File: config.mk
export PLATFORM = sky130hd
export DESIGN_NAME = fetch_redirect_controller
export DESIGN_NICKNAME = d
export VERILOG_FILES = /design/src/rtl/fetch_ctrl_pkg.sv /design/src/rtl/fetch_redirect_controller_sat_counter.sv /design/src/rtl/fetch_redirect_controller.sv
export SDC_FILE = /design/constraint.sdc
export NUM_CORES = 1
export LEC_CHECK = 0
export CAP_MARGIN = 20
export CELL_PAD_IN_SITES_DETAIL_PLACEMENT = 0
export CELL_PAD_IN_SITES_GLOBAL_PLACEMENT = 1
export CORE_ASPECT_RATIO = 2
export CORE_MARGIN = 1
export CORE_UTILIZATION = 29
export DETAILED_ROUTE_END_ITERATION = 8
export PLACE_DENSITY = 0.73
export SYNTH_ARGS = -nofsm -noshare
export SYNTH_HDL_FRONTEND = slang
export SYNTH_SLANG_ARGS = --single-unit
File: constraint.sdc
create_clock -name clk -period 1.85 [get_ports clk]
set_input_delay 0.185 -clock clk [delete_from_list [all_inputs] [get_ports clk]]
set_output_delay 0.185 -clock clk [all_outputs]
set_load 0.02 [all_outputs]
File: src/rtl/fetch_ctrl_pkg.sv
// Shared types and select encodings for the fetch-stage next-PC controller.
package fetch_ctrl_pkg;

    // Controller state: running normally, or holding a redirect captured under stall
    typedef enum logic [0:0] {
        RUN     = 1'b0,
        PENDING = 1'b1
    } state_t;

    // Encodings of the PC mux select driven to the fetch stage
    localparam logic [1:0] PC_SEL_PC4     = 2'b00;
    localparam logic [1:0] PC_SEL_JUMP    = 2'b01;
    localparam logic [1:0] PC_SEL_BRANCH  = 2'b10;
    localparam logic [1:0] PC_SEL_PENDING = 2'b11;

endpackage

File: src/rtl/fetch_redirect_controller_sat_counter.sv
// Saturating up-counter: counts inc pulses and sticks at all-ones, never wraps.
module sat_counter #(
    parameter int WIDTH = 16
) (
    input  logic             clk,
    input  logic             reset,
    input  logic             inc,
    output logic [WIDTH-1:0] count
);

    logic [WIDTH-1:0] count_r;

    // Count register: increments on inc until it reaches all-ones
    always_ff @(posedge clk or posedge reset) begin
        if (reset) begin
            count_r <= '0;
        end else if (inc && (count_r != {WIDTH{1'b1}})) begin
            count_r <= count_r + {{(WIDTH-1){1'b0}}, 1'b1};
        end else begin
            count_r <= count_r;
        end
    end

    assign count = count_r;

endmodule

File: src/rtl/fetch_redirect_controller.sv
// Next-PC sequencing for the fetch stage: picks PC+4, jump, branch or a redirect
// captured while stalled, drives the IF/ID squash, and counts redirects/stalls.
// Optional macro BRANCH_DELAY_SLOT_EN: delay-slot semantics, squash tied to 0.
module fetch_redirect_controller
    import fetch_ctrl_pkg::*;
#(
    parameter int PC_WIDTH    = 32,
    parameter int COUNT_WIDTH = 16
) (
    input  logic                   clk,
    input  logic                   reset,
    input  logic                   hazard,
    input  logic                   branchTakenInput,
    input  logic [PC_WIDTH-1:0]    pcBranchInput,
    input  logic                   jumpInput,
    input  logic [PC_WIDTH-1:0]    pcJumpInput,
    output logic                   pcWriteOutput,
    output logic [1:0]             pcSelectOutput,
    output logic [PC_WIDTH-1:0]    pcTargetOutput,
    output logic                   flushOutput,
    output logic                   pendingOutput,
    output logic [COUNT_WIDTH-1:0] redirectCountOutput,
    output logic [COUNT_WIDTH-1:0] stallCountOutput
);

    state_t                state_r;
    state_t                next_state_s;
    logic [PC_WIDTH-1:0]   pending_pc_r;
    logic                  pc_write_s;
    logic [1:0]            sel_s;
    logic [PC_WIDTH-1:0]   target_s;
    logic                  flush_s;
    logic                  capture_s;
    logic [PC_WIDTH-1:0]   capture_pc_s;
    logic                  redirect_inc_s;

    // State register
    always_ff @(posedge clk or posedge reset) begin
        if (reset) begin
            state_r <= RUN;
        end else begin
            state_r <= next_state_s;
        end
    end

    // Redirect target remembered while the pipeline is stalled
    always_ff @(posedge clk or posedge reset) begin
        if (reset) begin
            pending_pc_r <= '0;
        end else if (capture_s) begin
            pending_pc_r <= capture_pc_s;
        end else begin
            pending_pc_r <= pending_pc_r;
        end
    end

    // Next-state and next-PC selection; branch wins over jump
    always_comb begin
        next_state_s   = state_r;
        pc_write_s     = 1'b0;
        sel_s          = PC_SEL_PC4;
        target_s       = '0;
        flush_s        = 1'b0;
        capture_s      = 1'b0;
        capture_pc_s   = '0;
        redirect_inc_s = 1'b0;
        case (state_r)
            RUN: begin
                if (!hazard) begin
                    pc_write_s = 1'b1;
                    if (branchTakenInput) begin
                        sel_s          = PC_SEL_BRANCH;
                        target_s       = pcBranchInput;
                        flush_s        = 1'b1;
                        redirect_inc_s = 1'b1;
                    end else if (jumpInput) begin
                        sel_s          = PC_SEL_JUMP;
                        target_s       = pcJumpInput;
                        flush_s        = 1'b1;
                        redirect_inc_s = 1'b1;
                    end else begin
                        sel_s = PC_SEL_PC4;
                    end
                end else if (branchTakenInput || jumpInput) begin
                    // Stalled: park the chosen target until the stall releases
                    capture_s    = 1'b1;
                    capture_pc_s = branchTakenInput ? pcBranchInput : pcJumpInput;
                    next_state_s = PENDING;
                end else begin
                    pc_write_s = 1'b0;
                end
            end
            PENDING: begin
                // Live requests are the stalled decode instruction repeating; ignore them
                if (!hazard) begin
                    pc_write_s     = 1'b1;
                    sel_s          = PC_SEL_PENDING;
                    target_s       = pending_pc_r;
                    flush_s        = 1'b1;
                    redirect_inc_s = 1'b1;
                    next_state_s   = RUN;
                end else begin
                    pc_write_s = 1'b0;
                end
            end
            default: begin
                next_state_s = RUN;
            end
        endcase
    end

    // Outputs are forced low for as long as reset is held
    assign pcWriteOutput  = pc_write_s & ~reset;
    assign pcSelectOutput = reset ? PC_SEL_PC4 : sel_s;
    assign pcTargetOutput = reset ? {PC_WIDTH{1'b0}} : target_s;
    assign pendingOutput  = (state_r == PENDING) & ~reset;
`ifdef BRANCH_DELAY_SLOT_EN
    // The instruction behind a redirect is the delay slot and must execute
    assign flushOutput    = 1'b0;
`else
    assign flushOutput    = flush_s & ~reset;
`endif

    sat_counter #(.WIDTH(COUNT_WIDTH)) u_redirect_count (
        .clk   (clk),
        .reset (reset),
        .inc   (redirect_inc_s),
        .count (redirectCountOutput)
    );

    sat_counter #(.WIDTH(COUNT_WIDTH)) u_stall_count (
        .clk   (clk),
        .reset (reset),
        .inc   (hazard),
        .count (stallCountOutput)
    );

endmodule
==> metrics <==
post-synthesis register bit count=65; Syn Std Cell Area=between 3000 and 4000 sq um; Boundary Pins=138; Worst-Skew Late Latency=0.33 ns; fmax=0.5613 GHz; clock slew seen by the registers of the worst setup and hold paths=0.06 ns; Seq/Total Area, Yosys=43.70%; antenna violations before repair=0; post-route cell area=5881 sq um; period utilisation layout=between 90% and 100%; Slew Limit Headroom=75.82%; hpwl dp=8111 um; WL final=around 12000 um; post-synthesis cell type count=49; root buf cell=clkbuf_16; kind of critical path=reg -> out; Post-Synthesis Cells=417; Clock Skews=roughly 0.0055 ns; Combinational Power Share=between 30% and 40%; Placed Instance Area=5610 sq um; worst path cell trace=buf_4, buf_12, nand2_1, o21ai_1, and2_1, clkdlybuf4s15_2; critical path's largest stage delay=0.42 ns; ANT nets after route=0; die extent in y=162.2 um; port bufs=137; CTS hold repair buffers=0; total track usage=18.41%; CTS tree=done; max cap viols=0; PD cells=between 900 and 1000 nW/um^2; Max Fanout on Critical Path=33; worst reg-to-reg setup slack=around 0.080 ns; Sw Ratio=32.98%; drt first pass iters=4; RSZ-0062 raised after global routing=false; Hold Path Class=in -> async; Leak=0.002558 uW; fin. max-slew vios=0; post-layout net count=~660; Mapped Nets=488; fin crit period=1.782 ns; Core Util, Final=46.84%; syn_area_per_cell=8.926 sq um; measured slew at the worst slew-check pin=0.3621 ns; clock network fraction of total power=31.6%; Final Hold Viols=0; worst path required time=1.66 ns; drt via density=4.970; Syn-to-layout area delta=57.98%; largest net degree at the start of global routing=65; Net Sw Power=approximately 1800 uW; Die Footprint=13320 sq um; Die W=82.11 um; CTS max path bufs=2; Std-Cell Rows=58; setup_tns=0 ns; post-route insts no fill=743; Worst setup SP type=flip-flop; routability cong.=0.8046; core area=12550 sq um; initial core utilization=about 30%; Synth warnings=0; vias post-DR=roughly 3700; wire per inst=15.53 um; Worst setup EP type=primary output; final hold slack=0.2822 ns; DRT iter0 DRCs=roughly 140; layout cells sized above 1=21.59%; P_int=3599 uW; n_diodes=0; outcome=completed; dpl cells=723; first-pass GRT wire length=around 18000 um; H-tree depth=3; maximum vdd drop=557.2 uV; Num CTS Buffers=9; grt ovf=0; Final Setup Violations=0; # DRC=0; Seq pwr share=a little over a third; clock sinks=65; Worst EP arrival=1.60 ns; vias in the first global route=approximately 3700; slowest CP cell=dfrtp_2
[final timing paths]
kind,from,end,depth (start not counted)
worst max-delay path,state_r$_DFF_PP0_,pcTargetOutput[23],6
worst min-delay path,reset,u_redirect_count.count[0]$_DFFE_PP0P_,2
worst max register to register,state_r$_DFF_PP0_,u_redirect_count.count[1]$_DFFE_PP0P_,8
worst min register to register,pending_pc_r[13]$_DFFE_PP0P_,pending_pc_r[13]$_DFFE_PP0P_,2
max in group asynchronous,reset,pending_pc_r[31]$_DFFE_PP0P_,3
min in group clk,pending_pc_r[13]$_DFFE_PP0P_,pending_pc_r[13]$_DFFE_PP0P_,2
[state kept, by name (all words and copies together), names as in the netlist]
signal                  flops
pending_pc_r               32
state_r                     1
u_redirect_count.count     16
u_stall_count.count        16
[worst max-delay path: cells and delay by family, from the launching register on]
family          cells  cell delay (ns)
flops               1             0.42
buf+inv             3             0.56
simple gates        2             0.22
compound gates      1             0.05
[cell usage in the layout (no fill, tap or decap), types with 12 or more instances in the layout]
master           synthesis  layout
clkdlybuf4s50_1          0      98
a22oi_1                 31      27
buf_4                    2      40
o21ai_0                 49      44
nand2_1                 79      79
and2_1                  31      31
nand4_1                 16      16
o21ai_1                 15      20
dfrtp_1                 65      64
clkbuf_2                 0      13
xnor2_1                 12      12
buf_2                    5      17
[cells in the mapped netlist, drive strengths merged]
cell     instances  area (sq um)
nor2            12         50.05
mux2             6         71.31
dfrtp           65          1627
nand2           79         296.5
clkbuf          19         71.32
nor3             7         50.05
inv              6         22.52
a41oi            1         16.27
a22oi           31         232.7
nand4b           1         8.760
nand3            8         45.04
o21a             5         37.54
xnor2           12         105.1
and4             3         31.28
and2            31         193.9
mux2i            2         20.02
a31oi            2         12.51
buf              9         55.04
xor2             6         52.55
nand4           18         142.6
a2111oi          1         8.760
nor2b            2         12.51
nor4b            1         23.77
o311ai           1         8.760
and3             6         37.54
nor3b            2         26.28
nand2b           2         15.02
o2111a           1         11.26
o2111ai          1         8.760
ha               2         25.02
o211ai           2         20.02
nor4             2         27.53
a21oi            7         35.03
o21ai           64         320.3
[per-stage QoR]
stage	total power, uW	setup WS [ns]
after floorplan	2821	0.01788
after global placement	3680	-0.5121
after detailed placement	3715	-0.5354
after CTS	5473	0.0008590
after global routing	5701	0.001835
final	5370	0.06835
[final cells by class]
cell class,instances,area (sq um)
fillers,1246,6674
multi-input cells,318,1998
repair buffers,188,1748
flip-flops and latches,65,1628
clock buffers,9,225.2
well taps,150,187.7
clock inverters,7,71.32
inverters,6,22.52
[power by group through the flow]
stage / sequential [uW] / clock, uW / combinational, uW
2_1_floorplan: 2140 / 0 / 684
3_5_place_dp: 1990 / 0 / 1730
4_1_cts: 1960 / 1750 / 1760
3_3_place_gp: 1970 / 0 / 1710
6_report: 1960 / 1690 / 1720
5_1_grt: 2010 / 1820 / 1880
[logic make-up (layout without fill, tap and decap cells)]
kind of cell | Yosys count | after routing | synth area share (%)
muxes | 8 | 8 | 2.454
xor gates and xnor gates | 18 | 18 | 4.235
buffers and inverters | 34 | 210 | 4.000
and+or+nand+nor | 174 | 174 | 25.82
DFF | 65 | 65 | 43.70
AOI/OAI and AO/OA | 116 | 116 | 19.13
adders and majority gates | 2 | 2 | 0.6722
[layer usage]
metal	share of wire, %	GRT usage [%]
met2	57	34.64
met3	4.0	2.865
met5	0	0
met4	2.9	8.054
met1	36	19.09
[repair_timing]
action,in CTS,in global routing
setup endpoints to repair,36,32
buffers inserted,2,0
resized for setup,99,44
gates cloned,2,0
(Power assumes the default switching activity.)
